File: config.mk
export PLATFORM = sky130hd
export DESIGN_NAME = mant_mul_seq
export DESIGN_NICKNAME = d
export VERILOG_FILES = /design/src/rtl/mant_mul_pkg.sv /design/src/rtl/mant_mul_seq_acc_add.sv /design/src/rtl/mant_mul_seq.sv
export SDC_FILE = /design/constraint.sdc
export NUM_CORES = 1
export LEC_CHECK = 0
export CAP_MARGIN = 20
export CORE_UTILIZATION = 60
export DETAILED_ROUTE_END_ITERATION = 16
export GPL_ROUTABILITY_DRIVEN = 1
export PLACE_DENSITY = 0.87
export REMOVE_ABC_BUFFERS = 1
export SETUP_SLACK_MARGIN = 0.1
export SLEW_MARGIN = 20
export SYNTH_ARGS = -nofsm -noshare
export SYNTH_HDL_FRONTEND = slang
export SYNTH_SLANG_ARGS = --single-unit
File: constraint.sdc
create_clock -name clk -period 7.31 [get_ports clk]
set_input_delay 1.462 -clock clk [delete_from_list [all_inputs] [get_ports clk]]
set_output_delay 1.462 -clock clk [all_outputs]
set_load 0.005 [all_outputs]
File: src/rtl/mant_mul_pkg.sv
// mant_mul_pkg
//   Shared types and helpers for the sequential mantissa multiplier.
//   - mul_state_t       : FSM state encoding (IDLE, RUN, DONE)
//   - MUL_WIDTH_DEFAULT : default operand width in bits
//   - cnt_w()           : width of the step counter for a given operand width
package mant_mul_pkg;

  typedef enum logic [1:0] {
    IDLE,
    RUN,
    DONE
  } mul_state_t;

  localparam int MUL_WIDTH_DEFAULT = 8;

  // The counter has to hold the value WIDTH, hence width+1.
  function automatic int cnt_w(input int width);
    return $clog2(width + 1);
  endfunction

endpackage

File: src/rtl/mant_mul_seq_acc_add.sv
// mul_acc_add
//   Combinational accumulate adder for the shift-and-add multiplier.
//   Kept as its own block so a prefix adder can be dropped in later.
//   Ports:
//     acc_i   [SUM_W-1:0] current accumulator
//     mcand_i [SUM_W-1:0] shifted multiplicand
//     en_i                add mcand_i when high, pass acc_i through when low
//     sum_o   [SUM_W-1:0] acc_i + (en_i ? mcand_i : 0)
//     carry_o             carry out of the SUM_W-bit add
module mul_acc_add #(
  parameter int SUM_W = 16
) (
  input  logic [SUM_W-1:0] acc_i,
  input  logic [SUM_W-1:0] mcand_i,
  input  logic             en_i,
  output logic [SUM_W-1:0] sum_o,
  output logic             carry_o
);

  logic [SUM_W-1:0] addend;

  assign addend = en_i ? mcand_i : '0;

  // One extra bit on each side exposes the carry-out.
  assign {carry_o, sum_o} = {1'b0, acc_i} + {1'b0, addend};

endmodule

File: src/rtl/mant_mul_seq.sv
// mant_mul_seq
//   Sequential shift-and-add unsigned mantissa multiplier. It accepts one
//   operand pair at a time, runs exactly WIDTH steps and then holds the
//   2*WIDTH-bit product until the downstream stage takes it.
//   Ports:
//     clk       rising-edge clock
//     rst_n     asynchronous active-low reset
//     in_valid  operand pair valid            in_ready  block can accept a pair
//     in_a      multiplicand [WIDTH-1:0]      in_b      multiplier [WIDTH-1:0]
//     out_valid out_prod holds a product      out_ready downstream accepts it
//     out_prod  product [2*WIDTH-1:0]         busy      state is not IDLE
//   Every output is driven straight from a register.
module mant_mul_seq
  import mant_mul_pkg::*;
#(
  parameter int WIDTH = MUL_WIDTH_DEFAULT
) (
  input  logic                 clk,
  input  logic                 rst_n,
  input  logic                 in_valid,
  output logic                 in_ready,
  input  logic [WIDTH-1:0]     in_a,
  input  logic [WIDTH-1:0]     in_b,
  output logic                 out_valid,
  input  logic                 out_ready,
  output logic [2*WIDTH-1:0]   out_prod,
  output logic                 busy
);

  localparam int PROD_W = 2 * WIDTH;
  localparam int CNT_W  = cnt_w(WIDTH);
  localparam logic [CNT_W-1:0] LAST_CNT = CNT_W'(WIDTH - 1);

  mul_state_t        state_q;
  logic [PROD_W-1:0] mcand_q;
  logic [WIDTH-1:0]  mplr_q;
  logic [PROD_W-1:0] acc_q;
  logic [PROD_W-1:0] acc_d;
  logic [CNT_W-1:0]  cnt_q;
  logic [PROD_W-1:0] out_prod_q;
  logic              out_valid_q;
  logic              in_ready_q;
  logic              busy_q;
  logic              add_carry;

  // acc_d is the accumulator after the current step; the low multiplier
  // bit decides whether this step adds the shifted multiplicand.
  mul_acc_add #(
    .SUM_W (PROD_W)
  ) u_acc_add (
    .acc_i   (acc_q),
    .mcand_i (mcand_q),
    .en_i    (mplr_q[0]),
    .sum_o   (acc_d),
    .carry_o (add_carry)
  );

  // Whole FSM plus registered outputs. in_ready_q and busy_q are loaded
  // with the value implied by the state being entered, so they line up
  // with state_q on every edge.
  always_ff @(posedge clk or negedge rst_n) begin
    if (!rst_n) begin
      state_q     <= IDLE;
      mcand_q     <= '0;
      mplr_q      <= '0;
      acc_q       <= '0;
      cnt_q       <= '0;
      out_prod_q  <= '0;
      out_valid_q <= 1'b0;
      in_ready_q  <= 1'b0;
      busy_q      <= 1'b0;
    end else begin
      case (state_q)
        IDLE: begin
          if (in_valid && in_ready_q) begin
            mcand_q    <= {{WIDTH{1'b0}}, in_a};
            mplr_q     <= in_b;
            acc_q      <= '0;
            cnt_q      <= '0;
            state_q    <= RUN;
            in_ready_q <= 1'b0;
            busy_q     <= 1'b1;
          end else begin
            in_ready_q <= 1'b1;
            busy_q     <= 1'b0;
          end
        end

        RUN: begin
          acc_q   <= acc_d;
          mcand_q <= mcand_q << 1;
          mplr_q  <= mplr_q >> 1;
          cnt_q   <= cnt_q + CNT_W'(1);
          // Last step: publish the accumulator including this step's add.
          if (cnt_q == LAST_CNT) begin
            state_q     <= DONE;
            out_prod_q  <= acc_d;
            out_valid_q <= 1'b1;
          end
        end

        DONE: begin
          if (out_ready) begin
            state_q     <= IDLE;
            out_valid_q <= 1'b0;
            in_ready_q  <= 1'b1;
            busy_q      <= 1'b0;
          end
        end

        default: begin
          state_q     <= IDLE;
          out_valid_q <= 1'b0;
          in_ready_q  <= 1'b1;
          busy_q      <= 1'b0;
        end
      endcase
    end
  end

  assign in_ready  = in_ready_q;
  assign out_valid = out_valid_q;
  assign out_prod  = out_prod_q;
  assign busy      = busy_q;

  // The product of two WIDTH-bit values fits in 2*WIDTH bits, so the
  // accumulate adder must never carry out.
  a_no_carry : assert property (@(posedge clk) disable iff (!rst_n) (add_carry == 1'b0));

endmodule

==> results.json <==
{
  "finalWirelength_um": 7045,
  "ys_ff_latch": 65,
  "cp_slowest_cell": "dfrtp_1",
  "grt_max_degree": 66,
  "maxCapViolCount": 0,
  "numCtsBuffers": 9,
  "drive_gt1_share_pct": 10.42,
  "cellPowerDensity_nw_per_um2": 387.4,
  "die_w_um": 77.62,
  "drt-initial-drc-count": 223,
  "viasPerCell": 6.185,
  "reg2reg_slack_ns": 4.25,
  "critical_path.endpoint_type": "register",
  "antenna_found_initial": 0,
  "p_leak_nw": 1.951,
  "grt_usage_pct": 25.86,
  "critPathMaxFanout": 17,
  "fin_nets": 388,
  "tns_ns": 0,
  "required_ns": 7.53,
  "core_area_um2": 5507,
  "total_power_mw": 1.574,
  "io_buffers": 38,
  "cts_resized": 0,
  "dr.pass1.iters": 5,
  "async_flop_share_pct": 100.0,
  "dpl.cell_count": 412,
  "syn_inst": 317,
  "fmax_ghz": 0.3267,
  "clkTransAtPathRegs_ns": 0.07,
  "tightest_slew_ns": 0.7881,
  "cts_root_buffer": "clkbuf_8",
  "clock_path_buffers": 2,
  "syn_avg_cell_area_um2": 10.82,
  "row_count": 27,
  "grt_pass1_wl_um": 12120,
  "vdd_ir_drop_max_mv": 0.2467,
  "ctsHoldBuffers": 0,
  "setup_viol": 0,
  "fillers": 394,
  "synthToLayoutAreaGrowth_pct": 18.42,
  "seqCellArea_um2": 1627,
  "clkPwrFrac_pct": 21.0,
  "synth_area_um2": 3431,
  "clk_latency_ns": 0.34,
  "hold_viol": 0,
  "ant_nets": 0,
  "dpl.hpwl_um": 4884,
  "rsz0062_at_grt": "false",
  "rr_worst_depth": 8,
  "drc_errors": 0,
  "antennaDiodeCount": 0,
  "max_slew_margin_pct": 47.46,
  "hold_ws_ns": 0.4822,
  "die_height_um": 77.62,
  "ys_types": 56,
  "min_period_over_period_pct": 41.87,
  "arrival_ns": 3.28,
  "ys_seq_area_share_pct": 47.41,
  "clock_sinks": 65,
  "io_pins": 39,
  "critPathLaunchType": "register",
  "p_switching_mw": 0.5658,
  "intPower_mw": 1.008,
  "instances_no_fill": 427,
  "h-tree-depth": 3,
  "crit_end": "acc_q[14]",
  "status": "finished clean",
  "multi_input_area_um2": 1678,
  "startpoint": "mplr_q[0]",
  "routedWlPerCell_um": 16.50,
  "p_comb_share_pct": 40.5,
  "mostFrequentLayoutCells": "dfrtp_1 (65), clkdlybuf4s50_1 (37), nand2_1 (26), a22o_1 (23), and2_1 (21)",
  "reg2reg_to": "acc_q[14]",
  "grt_pass1_vias": 2616,
  "seq_power_share_pct": 38.5,
  "post_cts_buffers": 0,
  "fin_area_um2": 4063,
  "netSwitchingFraction_pct": 35.95,
  "hp-class": "reg2reg",
  "synth_ff_type": "dfrtp_1",
  "gr-total-overflow": 0,
  "fin_skew_ns": 0.01149,
  "r2r-start": "mplr_q[0]",
  "placed_cell_area_um2": 3846,
  "period_minus_slack_ns": 3.061,
  "vias": 2641,
  "initial_core_util_pct": 62.30,
  "synth_edf_count": 0,
  "slew_violations": 0,
  "gp_congestion": 0.8313,
  "critical_path_class": "reg2reg",
  "final_common_cell": "dfrtp_1",
  "cts_tree": "done",
  "yosysWarnings": 0,
  "fp.dieArea_um2": 6024,
  "worst_path_largest_cell_delay_ns": 0.57,
  "path_cells": "and2_1 -> ha_1 -> fa_1 -> a21oi_1 -> o211ai_2 -> a31oi_1 -> mux2_2 -> a221o_1"
}
[cell type report]
class,instances,area share [%]
multi-input cells,218,41.30
repair buffers,41,9.794
flip-flops and latches,65,40.04
clock buffers,12,3.573
clock inverters,3,1.601
well taps,72,2.217
inverters,16,1.478
[worst max-delay path, delay by kind of cell (launching register included)]
family | cells | cell delay, ns
AND/OR/NAND/NOR | 1 | 0.24
flip-flops | 1 | 0.57
AO/OA/AOI/OAI | 4 | 1.03
adder cells (fa/ha/maj) | 2 | 0.67
multiplexers | 1 | 0.41
[metrics by stage]
step / worst slack (ns) / utilization (%)
floorplan: 4.323 / -
global placement: 4.011 / 69.85
detailed placement: 3.816 / 69.85
CTS: 4.151 / 73.67
global route: 4.137 / 73.78
finish: 4.249 / 73.78
[cells in the mapped netlist (3+ instances only)]
cell      number  share of area (%)
mux2_2         7                2.3
and2_1        21                3.8
a21o_1         5                1.1
nand3_1        5               0.73
xnor2_1       11                2.8
inv_1         16                1.8
ha_1          16                5.8
a31oi_1        3               0.55
a222oi_1      14                4.1
buf_2          4               0.58
nor2_1         7               0.77
clkbuf_1      13                1.4
a22o_1        23                5.9
mux2_1         4                1.3
nand2_1       26                2.8
o21ai_0       10                1.5
dfrtp_1       65                 47
a21oi_1       15                2.2
[cells by family after synthesis]
kind of cell	after synthesis	synth area share, %
AOI/OAI and AO/OA	104	24.29
and+or+nand+nor	72	10.58
DFF	65	47.41
buffers and inverters	34	4.085
adders and majority gates	17	6.419
xor gates and xnor gates	13	3.319
muxes	12	3.902
[metal layers]
metal	global-route usage, %	wire length (µm)	up-vias
met3	5.647	346	14
li1	-	-	1249
met2	42.92	3523	78
met4	10.57	125	0
met5	0	0	-
met1	32.79	3050	1300
[registers in the layout, indices dropped and copies added (netlist names)]
| signal | flops |
|---|---|
| mcand_q | 16 |
| busy | 1 |
| out_prod | 16 |
| state_q | 2 |
| in_ready | 1 |
| out_valid | 1 |
| mplr_q | 8 |
| acc_q | 16 |
| cnt_q | 4 |
[power groups by stage]
stage | combinational, mW | clock [mW] | sequential [mW]
after CTS | 0.638 | 0.335 | 0.604
final | 0.637 | 0.331 | 0.606
after detailed placement | 0.633 | 0 | 0.609
after floorplan | 0.424 | 0 | 0.580
after global routing | 0.703 | 0.349 | 0.624
after global placement | 0.606 | 0 | 0.599
[worst min path at each step]
stage                              to  depth (start not counted)        start  slack [ns]
final                     out_prod[0]                          2  out_prod[0]        0.48
after global routing      out_prod[0]                          2  out_prod[0]        0.50
after CTS                 out_prod[0]                          2  out_prod[0]        0.48
after detailed placement  out_prod[2]                          2  out_prod[2]        0.47
after global placement    out_prod[0]                          2  out_prod[0]        0.46
after floorplan              acc_q[2]                          2     acc_q[2]        0.46
No activity file was read; power rests on OpenSTA's default activity.
